### config.mk
export PLATFORM = sky130hd
export DESIGN_NAME = auto_guesser
export DESIGN_NICKNAME = d
export VERILOG_FILES = /design/src/rtl/auto_guesser.sv
export SDC_FILE = /design/constraint.sdc
export NUM_CORES = 1
export LEC_CHECK = 0
export CAP_MARGIN = 25
export CORE_ASPECT_RATIO = 1.4
export CORE_MARGIN = 4
export CORE_UTILIZATION = 60
export DETAILED_ROUTE_END_ITERATION = 6
export PLACE_DENSITY = 0.85
export SETUP_SLACK_MARGIN = 0.3
export SKIP_LAST_GASP = 1
export SYNTH_ARGS = -nofsm -noshare
export SYNTH_HDL_FRONTEND = slang
export SYNTH_SLANG_ARGS = --single-unit
### constraint.sdc
create_clock -name clk -period 4.4 [get_ports clk]
set_clock_uncertainty 0.1 [all_clocks]
set_input_delay 0.44 -clock clk [delete_from_list [all_inputs] [get_ports clk]]
set_output_delay 0.44 -clock clk [all_outputs]
set_load 0.05 [all_outputs]
### src/rtl/auto_guesser.sv
// Binary-search player for the number-guessing game: drives Guess, reads red/green/blue feedback.
// Optional AUTO_GUESSER_ONEHOT_CHECK_EN: multiple LEDs on the sample edge send the block to FAIL.
module auto_guesser #(
  parameter int WIDTH         = 4,
  parameter int SETTLE_CYCLES = 2,
  parameter int TRY_W         = 8
) (
  input  logic             clk,
  input  logic             reset,
  input  logic             start,
  input  logic             led_red,
  input  logic             led_green,
  input  logic             led_blue,
  output logic [WIDTH-1:0] Guess,
  output logic             guess_valid,
  output logic             busy,
  output logic             done,
  output logic             fail,
  output logic [TRY_W-1:0] tries
);

  // state | meaning
  // IDLE  | waiting for start after reset
  // GUESS | presenting a guess, holding it, sampling LEDs
  // DONE  | match found; guess and tries frozen
  // FAIL  | feedback inconsistent with any secret in range
  typedef enum logic [1:0] {S_IDLE, S_GUESS, S_DONE, S_FAIL} state_t;

  localparam int                HOLD_W    = $clog2(SETTLE_CYCLES + 1);
  localparam logic [WIDTH-1:0]  MAX_VAL   = {WIDTH{1'b1}};
  localparam logic [HOLD_W-1:0] HOLD_LAST = HOLD_W'(SETTLE_CYCLES - 1);
  localparam logic [TRY_W-1:0]  TRY_MAX   = {TRY_W{1'b1}};

  state_t            state_q, state_d;
  logic [WIDTH-1:0]  lo_q, lo_d, hi_q, hi_d, guess_q, guess_d;
  logic [HOLD_W-1:0] hold_q, hold_d;
  logic [TRY_W-1:0]  tries_q, tries_d, tries_inc;
  logic              valid_q, valid_d, done_q, done_d, fail_q, fail_d;
  logic              sample;
`ifdef AUTO_GUESSER_ONEHOT_CHECK_EN
  logic              multi_led;
  assign multi_led = (led_red & led_green) | (led_red & led_blue) | (led_green & led_blue);
`endif

  // Sum in WIDTH+1 bits so lo+hi never overflows.
  function automatic logic [WIDTH-1:0] midpoint(input logic [WIDTH-1:0] a, input logic [WIDTH-1:0] b);
    logic [WIDTH:0] s;
    s = {1'b0, a} + {1'b0, b};
    return s[WIDTH:1];
  endfunction

  assign sample    = (hold_q == HOLD_LAST);
  assign tries_inc = (tries_q == TRY_MAX) ? tries_q : tries_q + TRY_W'(1);

  always_comb begin
    state_d = state_q;
    lo_d    = lo_q;
    hi_d    = hi_q;
    guess_d = guess_q;
    hold_d  = hold_q;
    tries_d = tries_q;
    valid_d = valid_q;
    done_d  = done_q;
    fail_d  = fail_q;
    case (state_q)
      S_GUESS: begin
        if (!sample) begin
          hold_d = hold_q + HOLD_W'(1);
        end else
`ifdef AUTO_GUESSER_ONEHOT_CHECK_EN
        if (multi_led) begin
          state_d = S_FAIL;
          valid_d = 1'b0;
          fail_d  = 1'b1;
        end else
`endif
        if (led_green) begin
          state_d = S_DONE;
          done_d  = 1'b1;
        end else if (led_red) begin
          if (guess_q == lo_q) begin
            state_d = S_FAIL;
            valid_d = 1'b0;
            fail_d  = 1'b1;
          end else begin
            hi_d    = guess_q - WIDTH'(1);
            guess_d = midpoint(lo_q, guess_q - WIDTH'(1));
            tries_d = tries_inc;
            hold_d  = '0;
          end
        end else if (led_blue) begin
          if (guess_q == hi_q) begin
            state_d = S_FAIL;
            valid_d = 1'b0;
            fail_d  = 1'b1;
          end else begin
            lo_d    = guess_q + WIDTH'(1);
            guess_d = midpoint(guess_q + WIDTH'(1), hi_q);
            tries_d = tries_inc;
            hold_d  = '0;
          end
        end
        // No LED lit: hold counter stays at its last value so we re-sample next cycle.
      end
      default: begin
        if (start) begin
          state_d = S_GUESS;
          lo_d    = '0;
          hi_d    = MAX_VAL;
          guess_d = midpoint('0, MAX_VAL);
          hold_d  = '0;
          tries_d = TRY_W'(1);
          valid_d = 1'b1;
          done_d  = 1'b0;
          fail_d  = 1'b0;
        end
      end
    endcase
  end

  always_ff @(posedge clk or negedge reset) begin
    if (!reset) begin
      state_q <= S_IDLE;
      lo_q    <= '0;
      hi_q    <= MAX_VAL;
      guess_q <= '0;
      hold_q  <= '0;
      tries_q <= '0;
      valid_q <= 1'b0;
      done_q  <= 1'b0;
      fail_q  <= 1'b0;
    end else begin
      state_q <= state_d;
      lo_q    <= lo_d;
      hi_q    <= hi_d;
      guess_q <= guess_d;
      hold_q  <= hold_d;
      tries_q <= tries_d;
      valid_q <= valid_d;
      done_q  <= done_d;
      fail_q  <= fail_d;
    end
  end

  assign Guess       = guess_q;
  assign guess_valid = valid_q;
  assign busy        = (state_q == S_GUESS);
  assign done        = done_q;
  assign fail        = fail_q;
  assign tries       = tries_q;

endmodule

**After elaboration in Yosys (flattened, before gate mapping)**

Cells that the tools add are included.

- Flip-flop bits (word level): 27
- Bits in latches: 0
- RAM bits: 0
- Bits in read-only memories: 0
- Input port bits: 6
- Output and inout bits: 16
- Logic and storage cells: 113
- Memories: 0

- Add/sub/neg operators: 6
- Multipliers: 0
- Div/mod/pow operators: 0
- Magnitude comparators: 0
- Equality and inequality tests: 25
- Shifts and indexed selects: 0
- Muxes and demuxes: 65
- Bitwise logic cells: 0
- Reduce and logical (&&, ||, !) cells: 8

Operators with widths:

| kind | count |
|---|---|
| 4-bit two-way mux | 21 |
| 8-bit two-way mux | 9 |
| 2-bit two-way mux | 16 |
| 1-bit two-way mux | 19 |
| 6-bit AND reduction | 3 |
| 4-bit inequality test, second input constant | 4 |
| 5-bit AND reduction | 3 |
| 2-bit inequality test, second input constant | 7 |
| 3-bit inequality test, second input constant | 4 |
| 4-bit by 4-bit adder with 5-bit output | 2 |
| 8-bit by 1-bit adder with 8-bit output, second input constant | 1 |
| 4-bit equality test | 2 |
| 8-bit equality test, second input constant | 1 |
| 4-bit by 3-bit inequality test with 1-bit output, second input constant | 2 |
| 3-bit by 2-bit inequality test with 1-bit output, second input constant | 2 |
| 4-bit by 1-bit adder with 4-bit output, second input constant | 1 |
| 2-bit by 1-bit equality test with 1-bit output, second input constant | 2 |
| 4-bit by 1-bit subtractor with 4-bit output, second input constant | 1 |
| 3-bit AND reduction | 1 |
| 2-bit by 1-bit adder with 2-bit output, second input constant | 1 |
| 2-bit by 1-bit inequality test with 1-bit output, second input constant | 1 |
| 2-bit nonzero test | 1 |

**Depth between registers and ports, before layout**

- Depth after elaboration: 8
- Gate-level depth with buffers: 10
- Mapped depth without buffers: 9

**Worst setup path after synthesis**

OpenSTA, ideal clock, no wires.

- Path kind: register -> register
- Start: register guess_q[0] (netlist: Guess[0])
- End: register guess_q[2] (netlist: Guess[2])
- Library setup time: 0.131 ns
- Arrival: 2.097 ns
- Required time: 4.169 ns
- Setup slack: 2.072 ns
- Stages on the path, launching flop included: 10
- Path buffers: 0
- Clock period less this slack: 2.328 ns
- Cell sequence: dfrtp_1 -> inv_1 -> ha_1 -> xor2_1 -> ha_1 -> a21oi_1 -> nand2_1 -> xor2_1 -> mux2i_1 -> mux2i_1

- Longest elaborated chain between the ends: 8
- Elaborated cells between the ends (all ways): 16
- Classes of those cells: add/sub (4); eq/ne (4); mux (7); reduce/logical (1)

Ends and longest elaborated chain:

| item | RTL line | text |
|---|---|---|
| start: declaration | 35 | `logic [WIDTH-1:0] lo_q, lo_d, hi_q, hi_d, guess_q, guess_d;` |
| start signal: assignment | 136 | `guess_q <= guess_d;` |
| 4-bit by 1-bit adder with 4-bit output | 98 | `guess_d = midpoint(guess_q + WIDTH'(1), hi_q);` |
| 4-bit by 4-bit adder with 5-bit output | 48 | `s = {1'b0, a} + {1'b0, b};` |
| 4-bit two-way mux | 92 | `if (guess_q == hi_q) begin` |
| 4-bit two-way mux | 91 | `end else if (led_blue) begin` |
| 4-bit two-way mux | 80 | `end else if (led_red) begin` |
| 4-bit two-way mux | 77 | `if (led_green) begin` |
| 4-bit two-way mux | 67 | `if (!sample) begin` |
| 4-bit two-way mux | 65 | `case (state_q)` |

Several ways; a longest one is shown, not always the timed one. The select of a mux whose other input is x is not followed.
A chain may end at the register's enable or synchronous reset.

**Final worst setup path**

- Start: register state_q[0]
- End: output busy

- Longest elaborated chain between the ends: 1

Ends and longest elaborated chain:

| item | RTL line | text |
|---|---|---|
| start: declaration | 34 | `state_t state_q, state_d;` |
| start signal: assignment | 133 | `state_q <= state_d;` |
| 2-bit by 1-bit equality test with 1-bit output | 147 | `assign busy = (state_q == S_GUESS);` |
| end: declaration | 16 | `output logic busy,` |

Every way passes these cells.

==> results.ini <==
[synth]
synthArstFlopShare_pct = 100
avgSynthCellArea_um2 = 10.2
yosys_most_used_dff = dfrtp_1
syn_area_mm2 = 0.00187
synthCells = 184
yosysUniqueCellTypes = 51
syn_nets = 205
synth.ff_latch_count = 27
yosysWarnings = 0
synth_seq_area_share_pct = 36.4
synth_enable_flop_cells = 0

[clock_network]
hold_buffers = 0
cts_sinks = 27
tritoncts = built
post_cts_resized = 0
cts_made_buffers = 3
root_buffer = clkbuf_8
cts_max_level = 1
post_cts_buffers = 0
clock_path_buffers = 2
clk_pin_slew_worst_paths_ns = 0.09
clkLatencyLatePin_ns = 0.27

[layout]
post-route-cell-area_mm2 = 0.00212
diodes = 0
layout_commonest_cell = dfrtp_1
areaGrowthSynthToFinish_pct = 13.5
layout.nets = 225
final_cell_mix = 23 x dfrtp_1, 21 x clkdlybuf4s50_1, 14 x inv_1, 14 x nand2_1, 13 x ha_1
fillers = 228
layout-drive-gt1-share_pct = 12.3

[die]
die_h_um = 74.1
dieArea_mm2 = 0.00409
core_mm2 = 0.00294
io_pins = 22
fp.dieW_um = 55.2
initial_core_util_pct = 63.8
row_count = 23

[timing]
timing.hold.ws_ns = 0.410
setup_violations = 0
rsz0062_at_grt = false
hold_viol_final = 0
fin_crit_sh_pct = 61.9
tightestPinTransition_ns = 0.535
drv_slew = 0
achievable-frequency_mhz = 367
tns_ns = 0
max_slew_margin_pct = 64.3
period_needed_ns = 2.72

[worst_setup_path]
critical_path_class = register to output pin
crit_start = state_q[0]
reg2regPathDepth = 7
startpoint_type = register
cp-end-kind = output pin
cp.required_ns = 3.86
crit_arrival_ns = 2.18
reg2reg_from = Guess[0]
path_max_fanout = 10

[pwr]
seq_power_share_pct = 28.2
clockPowerShare_pct = 8.8
leakage_uw = 0.000935
switching_share_pct = 49.5
p_switching_uw = 788
ir_drop_mv = 0.497
powerDensity_mw_per_mm2 = 749
pwr-share-comb_pct = 63.0
p_int_uw = 805

[grt]
grt_max_degree = 28
first_global_vias = 1432
antenna_found_initial = 0
track_usage_pct = 21.2
grt_overflow = 0
grt_pass1_wl_mm = 6.85

[detailed_routing]
vias = 1407
drc = 0
routedWlPerCell_um = 16.3
detail_route.wirelength_mm = 3.91
routed_via_density = 5.86
antenna_left = 0
drt_iter0_markers = 38
detail_route.first_pass.iterations = 4

[hold_path]
hold_depth = 1
hold_path_startpoint = guess_valid
hp-class = register to register

[flow_run]
maxCapViolCount = 0

[placed_design]
place_area_mm2 = 0.00208
portBuffers = 21
dp_hpwl_mm = 3.11
gp_congestion = 0.943

[status]
status = finished clean

per-layer routing:
metal  GRT usage [%]  vias to the layer above  wire (µm)  part of all wire, %
li1                -                      690          -                    -
met1            25.6                      682       1740                   45
met2            38.2                       27       2000                   51
met3            2.60                        8         92                  2.4
met4            9.46                        0         75                  1.9
met5               0                        -          0                    0
final timing paths:
kind                               endpoint  slack [ns]
worst max-delay path                   busy        1.68
worst min-delay path            guess_valid        0.41
worst max register to register     Guess[1]        2.10
worst min register to register  guess_valid        0.41
max in group asynchronous           hi_q[3]        3.47
min in group asynchronous         hold_q[1]        0.43
area by class of cell:
class                   count  area (µm²)  share of cell area, %
clock inverters             1        5.00                  0.236
inverters                  15        56.3                   2.65
flip-flops and latches     27         681                   32.0
repair buffers             22         218                   10.2
multi-input cells         135        1080                   50.7
well taps                  37        46.3                   2.18
clock buffers               3        41.3                   1.94
cells by family (layout without fill, tap and decap cells):
group | after synthesis | in the layout | share of synthesized area, %
xor gates and xnor gates | 14 | 14 | 8.15
AOI/OAI and AO/OA | 44 | 44 | 17.5
and+or+nand+nor | 55 | 55 | 17.2
adders and majority gates | 15 | 15 | 10.8
buffers and inverters | 22 | 41 | 6.08
muxes | 7 | 7 | 3.81
DFF | 27 | 27 | 36.4
registers in the layout, summed over array words and instances (netlist names):
| name | flops |
|---|---|
| hold_q | 2 |
| guess_valid | 1 |
| state_q | 2 |
| hi_q | 4 |
| tries | 8 |
| Guess | 4 |
| done | 1 |
| fail | 1 |
| lo_q | 4 |
through the flow:
stage | setup slack [ns] | std cells | power [µW] | utilization [%]
after detailed placement | 1.82 | 236 | 1450 | 70.8
after global placement | 1.89 | 236 | 1430 | 70.8
after floorplan | 2.07 | 184 | 1210 | -
final | 1.68 | 240 | 1590 | 72.4
after global routing | 1.57 | 240 | 1720 | 72.4
after CTS | 1.69 | 240 | 1600 | 72.4
worst max-delay path, cell delays in order (launching register included):
cell             delay, ns
dfrtp_1               0.43
nand2b_1              0.31
clkinv_1              0.37
clkdlybuf4s50_1       0.80
cells in the mapped netlist (2+ instances only):
master     number  share of area, %
nand2b_1        2              0.67
nor2_1          9               1.8
buf_6           2               1.2
mux2i_1         6               3.2
nand2_1        14               2.8
xnor2_1         4               1.9
nor2_4          2               1.2
dfstp_2         4               5.6
o21ai_0         8               2.1
o31ai_1         5               2.0
a21oi_1         8               2.1
o22a_1          2              0.94
inv_1          14               2.8
ha_1           13               8.7
nor2b_1         3               1.0
o311ai_0        4               1.9
and3_1          3               1.0
fa_1            2               2.1
a2bb2oi_1       2              0.94
a21o_1          3               1.2
nand4_2         2               1.3
o311ai_1        2              0.94
buf_4           3               1.2
dfrtp_1        23                31
xnor2_2         4               3.5
nand3_1         9               2.4
xor2_1          6               2.8
nor3_1          2              0.53
power groups by stage:
stage               combinational (µW)  clock (µW)  sequential (µW)
CTS                               1000         145              449
global route                      1100         154              464
global placement                   978           0              447
floorplan                          660           0              548
finish                            1000         141              449
detailed placement                 995           0              453
Power figures use the tool's default switching activity.
